==> src/rtl/alu_result_collector.sv <==
// Receive-side buffer for ALU results: show-ahead FIFO of {result, status}, sticky flags, drop counter.
// Optional per-flag event counters are built when ALU_COLLECTOR_FLAGCNT_EN is defined.
module alu_result_collector #(
  parameter int M     = 8,
  parameter int DEPTH = 4,
  parameter int CNT_W = 8
) (
  input  logic                     i_clk,
  input  logic                     i_reset,
  input  logic                     i_valid,
  input  logic [M-1:0]             i_result,
  input  logic [3:0]               i_status,
  input  logic                     i_rd_en,
  input  logic                     i_clr_sticky,
  output logic                     o_rd_valid,
  output logic [M-1:0]             o_rd_result,
  output logic [3:0]               o_rd_status,
  output logic [$clog2(DEPTH):0]   o_count,
  output logic                     o_full,
  output logic                     o_empty,
  output logic [3:0]               o_sticky,
  output logic [CNT_W-1:0]         o_drop_cnt,
  output logic [4*CNT_W-1:0]       o_flag_cnt
);

  localparam int AW = $clog2(DEPTH);
  localparam int CW = AW + 1;

  logic [M+3:0]     mem [DEPTH];
  logic [AW-1:0]    wr_ptr_reg;
  logic [AW-1:0]    rd_ptr_reg;
  logic [CW-1:0]    count_reg;
  logic [3:0]       sticky_reg;
  logic [3:0]       sticky_next;
  logic [CNT_W-1:0] drop_cnt_reg;
  logic [M+3:0]     head;
  logic             full;
  logic             empty;
  logic             rd_fire;
  logic             wr_fire;
  logic             drop;

  assign full  = (count_reg == CW'(DEPTH));
  assign empty = (count_reg == '0);

  // A pop while full frees the slot the same-cycle write lands in.
  assign rd_fire = i_rd_en && !empty;
  assign wr_fire = i_valid && (!full || i_rd_en);
  assign drop    = i_valid && full && !i_rd_en;

  assign sticky_next = (i_clr_sticky ? 4'b0000 : sticky_reg) | (i_valid ? i_status : 4'b0000);

  always_ff @(posedge i_clk) begin
    if (wr_fire) begin
      mem[wr_ptr_reg] <= {i_status, i_result};
    end
  end

  always_ff @(posedge i_clk or posedge i_reset) begin
    if (i_reset) begin
      wr_ptr_reg   <= '0;
      rd_ptr_reg   <= '0;
      count_reg    <= '0;
      sticky_reg   <= '0;
      drop_cnt_reg <= '0;
    end else begin
      if (wr_fire) begin
        wr_ptr_reg <= wr_ptr_reg + AW'(1);
      end
      if (rd_fire) begin
        rd_ptr_reg <= rd_ptr_reg + AW'(1);
      end
      case ({wr_fire, rd_fire})
        2'b10:   count_reg <= count_reg + CW'(1);
        2'b01:   count_reg <= count_reg - CW'(1);
        default: count_reg <= count_reg;
      endcase
      sticky_reg <= sticky_next;
      if (drop && (drop_cnt_reg != '1)) begin
        drop_cnt_reg <= drop_cnt_reg + CNT_W'(1);
      end
    end
  end

  // Memory contents are never cleared; the empty gate hides stale or unwritten slots.
  assign head        = mem[rd_ptr_reg];
  assign o_rd_valid  = !empty;
  assign o_rd_result = empty ? '0 : head[M-1:0];
  assign o_rd_status = empty ? 4'b0000 : head[M+3:M];
  assign o_count     = count_reg;
  assign o_full      = full;
  assign o_empty     = empty;
  assign o_sticky    = sticky_reg;
  assign o_drop_cnt  = drop_cnt_reg;

`ifdef ALU_COLLECTOR_FLAGCNT_EN
  logic [CNT_W-1:0] flag_cnt_reg [4];

  for (genvar gi = 0; gi < 4; gi++) begin : g_flag_cnt
    logic hit;
    assign hit = i_valid && i_status[gi];

    // Clear has lower priority than a same-cycle event, matching the sticky flags.
    always_ff @(posedge i_clk or posedge i_reset) begin
      if (i_reset) begin
        flag_cnt_reg[gi] <= '0;
      end else if (i_clr_sticky) begin
        flag_cnt_reg[gi] <= CNT_W'(hit);
      end else if (hit && (flag_cnt_reg[gi] != '1)) begin
        flag_cnt_reg[gi] <= flag_cnt_reg[gi] + CNT_W'(1);
      end
    end

    assign o_flag_cnt[gi*CNT_W +: CNT_W] = flag_cnt_reg[gi];
  end
`else
  assign o_flag_cnt = '0;
`endif

endmodule

==> config.mk <==
export PLATFORM = sky130hd
export DESIGN_NAME = alu_result_collector
export DESIGN_NICKNAME = d
export VERILOG_FILES = /design/src/rtl/alu_result_collector.sv
export SDC_FILE = /design/constraint.sdc
export NUM_CORES = 1
export LEC_CHECK = 0
export CORE_MARGIN = 1
export CORE_UTILIZATION = 35
export CTS_CLUSTER_DIAMETER = 80
export DETAILED_ROUTE_END_ITERATION = 7
export GPL_TIMING_DRIVEN = 0
export HOLD_SLACK_MARGIN = 0.02
export PLACE_DENSITY = 0.62
export SKIP_CTS_REPAIR_TIMING = 1
export SYNTH_ARGS = -nofsm -noshare
export SYNTH_HDL_FRONTEND = slang
export SYNTH_SLANG_ARGS = --single-unit
==> constraint.sdc <==
create_clock -name i_clk -period 6.5 [get_ports i_clk]
set_clock_uncertainty 0.15 [all_clocks]
set_input_delay 1.3 -clock i_clk [delete_from_list [all_inputs] [get_ports i_clk]]
set_output_delay 1.3 -clock i_clk [all_outputs]
set_load 0.02 [all_outputs]
==> results of run 1 <==
kinds of logic after synthesis:
family | count (synthesis)
buffers and inverters | 49
other | 1
xor gates and xnor gates | 11
and+or+nand+nor | 46
DFF | 67
adders and majority gates | 7
muxes | 16
AOI/OAI and AO/OA | 5
path summary, 6_finish.rpt:
check,from,end,slack [ns]
hold reg to reg,o_drop_cnt[4],o_drop_cnt[4],0.37
max in group asynchronous,i_reset,o_count[1],4.47
hold / removal,o_drop_cnt[4],o_drop_cnt[4],0.37
setup / recovery,rd_ptr_reg[0],o_rd_status[0],2.77
min in group asynchronous,i_reset,wr_ptr_reg[0],1.24
setup reg to reg,o_count[0],o_count[2],3.98
per-stage QoR:
stage,util (%),cells
2_1_floorplan,-,233
3_3_place_gp,45.2,384
3_5_place_dp,45.2,384
4_1_cts,47.2,400
5_1_grt,47.2,400
6_report,47.2,400
cells in the mapped netlist (all sizes together), types with 2 or more instances:
cell and count:
and2 17, buf 35, clkbuf 2, dfrtp 19, edfxtp 48, ha 6
inv 12, mux2 3, mux4 12, nand2 9, nand3 4, nor2 4
nor3 3, o21ai 5, xnor2 3, xor2 8
cell type report:
cell class | count | area (um2) | area share, %
well taps | 105 | 131 | 3.35
inverters | 12 | 45.0 | 1.15
flip-flops and latches | 67 | 1920 | 48.9
repair buffers | 46 | 460 | 11.7
multi-input cells | 117 | 926 | 23.6
plain buffers | 37 | 269 | 6.86
clock inverters | 4 | 26.3 | 0.670
clock buffers | 12 | 145 | 3.70
worst max-delay path, cell delays in order (launching register included):
cell             delay [ns]
dfrtp_1                0.32
buf_2                  0.20
buf_6                  0.21
mux4_2                 0.50
and2_1                 0.18
clkdlybuf4s50_1        0.54
report_power, final:
part	switching (mW)	leakage [nW]	internal, mW
clock	0.156	0.0863	0.149
sequential	0.0482	0.679	0.557
combinational	0.326	0.836	0.329
total	0.531	1.60	1.04
layer usage:
metal	part of all wire, %	GRT usage, %	wire (um)	vias to the layer above
met5	0	0	0	-
met4	2.0	7.20	105	0
met3	4.5	2.79	237	9
met2	50	20.8	2630	51
met1	44	15.7	2330	815
li1	-	-	-	818
==> flow_metrics.py, run 1 <==
metrics = {
    "global_routing": {
        "grt_overflow_total": 0,
        "grt_max_degree": 20,
        "grt_pass1_vias": 1614,
        "grt_use_total_pct": 12.8,
        "grt_antenna_before_repair": 0,
        "grt_pass1_wl_um": 8250,
    },
    "cts": {
        "root_buffer": "clkbuf_8",
        "clk_latency_ns": 0.34,
        "clock_sinks": 67,
        "cts_buffer_depth": 2,
        "cts_buffers": 9,
        "h-tree-depth": 3,
        "cts_tree": "done",
        "cts.clk_slew.worst_paths_ns": 0.08,
    },
    "yosys": {
        "synth_xor_area_share_pct": 3.17,
        "ys_seq_area_share_pct": 63.0,
        "yosysWarnings": 0,
        "synth_top_family_by_area": "buffers and inverters",
        "ys_ff_latch": 67,
        "synth_fa_ha_area_share_pct": 3.13,
        "synth_compound_area_share_pct": 0.823,
        "yosysUniqueCellTypes": 31,
        "synth_top_area_cell": "edfxtp_1",
        "synth-main-ff-cell": "edfxtp_1",
        "synthSimpleGateAreaFrac_pct": 9.05,
        "syn_inst": 202,
        "synth_top_area_share_pct": 47.4,
        "synth_area_leaders": "edfxtp_1, dfrtp_1, mux4_2",
        "synth.area.mux_share_pct": 10.3,
        "syn_avg_cell_area_um2": 15.1,
        "syn_area_mm2": 0.00304,
        "synth_edf_count": 48,
        "async_flop_share_pct": 28.4,
    },
    "sta": {
        "fin_crit_ns": 3.73,
        "final_hold_viol_count": 0,
        "fmax_ghz": 0.268,
        "relSlewSlack_pct": 49.0,
        "finalCritPeriodShare_pct": 57.4,
        "whs_ns": 0.370,
        "slew_viol_final": 0,
        "rsz0062_at_grt": "false",
        "worst_slew_pin_slew_ns": 0.764,
        "tns_ns": 0,
        "setup_viol": 0,
        "setup_slack_ns": 2.77,
    },
    "worst_setup_path": {
        "crit_type": "flop to primary output",
        "worstPathRequired_ns": 5.05,
        "cp-end-kind": "primary output",
        "startpoint_type": "flop",
        "crit_fanout": 10,
        "cp.arrival_ns": 2.28,
        "reg2regPathDepth": 10,
    },
    "floorplanning": {
        "num_io_pins": 79,
        "row_count": 33,
        "dieArea_mm2": 0.00906,
        "start_util_pct": 36.6,
        "die_x_um": 95.2,
        "core_mm2": 0.00830,
        "fp.dieH_um": 95.2,
    },
    "final_layout": {
        "top_register": "mem",
        "finalInstanceArea_mm2": 0.00392,
        "fillers": 743,
        "syn_to_final_growth_pct": 28.9,
        "largest_register_ffs": 48,
        "layout-drive-gt1-share_pct": 23.1,
        "layout.nets": 314,
        "final_cell_mix": "edfxtp_1, clkdlybuf4s50_1, buf_4, conb_1, dfrtp_1",
        "final_common_cell": "edfxtp_1",
        "diodes": 0,
    },
    "route": {
        "viasPerCell": 4.23,
        "drt_pass1_iterations": 4,
        "via_count": 1693,
        "wl_per_cell_um": 13.3,
        "drtAntennaViolNets": 0,
        "drt-total-wl_um": 5300,
        "drc_errors": 0,
        "drt-initial-drc-count": 65,
    },
    "status": {
        "status": "completed",
    },
    "placed_design": {
        "dpl.hpwl_um": 3580,
        "post_dp_cell_area_mm2": 0.00375,
        "dpl_worst_slack_ns": 2.68,
        "portBuffers": 46,
        "gp_congestion": 0.697,
    },
    "pwr": {
        "peakVddDrop_mv": 0.184,
        "p_leak_nw": 1.60,
        "power_density_mw_per_mm2": 399,
        "total_power_mw": 1.57,
    },
    "min_path": {
        "hold_class": "flop to flop",
        "min_path_cells": 1,
    },
    "flow_run": {
        "drv_cap": 0,
    },
}
Power figures use the tool's default switching activity.
==> inputs of run 2 (changes only) <==
==> constraint.sdc (replaced) <==
create_clock -name i_clk -period 3.7 [get_ports i_clk]
set_clock_uncertainty 0.15 [all_clocks]
set_input_delay 0.74 -clock i_clk [delete_from_list [all_inputs] [get_ports i_clk]]
set_output_delay 0.74 -clock i_clk [all_outputs]
set_load 0.02 [all_outputs]
==> results of run 2 <==
The final DEF is identical to that of run 1. Status: completed.
Among the figures that moved: setup slack after placement 2.68 ns -> 0.439 ns; setup slack after layout 2.77 ns -> 0.526 ns; register-to-register setup slack 3.98 ns -> 1.18 ns; total power 1.57 mW -> 2.75 mW; worst IR drop on VDD 0.184 mV -> 0.323 mV
==> inputs of run 3 (changes only) <==
--- a/config.mk
+++ b/config.mk
@@ -12,7 +12,6 @@
 export GPL_TIMING_DRIVEN = 0
 export HOLD_SLACK_MARGIN = 0.02
 export PLACE_DENSITY = 0.62
-export SKIP_CTS_REPAIR_TIMING = 1
 export SYNTH_ARGS = -nofsm -noshare
 export SYNTH_HDL_FRONTEND = slang
 export SYNTH_SLANG_ARGS = --single-unit
==> results of run 3 <==
The final DEF is identical to that of run 1. Status: completed.
Among the figures that moved: setup slack after placement 2.68 ns -> 0.439 ns; setup slack after layout 2.77 ns -> 0.526 ns; register-to-register setup slack 3.98 ns -> 1.18 ns; total power 1.57 mW -> 2.75 mW; worst IR drop on VDD 0.184 mV -> 0.323 mV
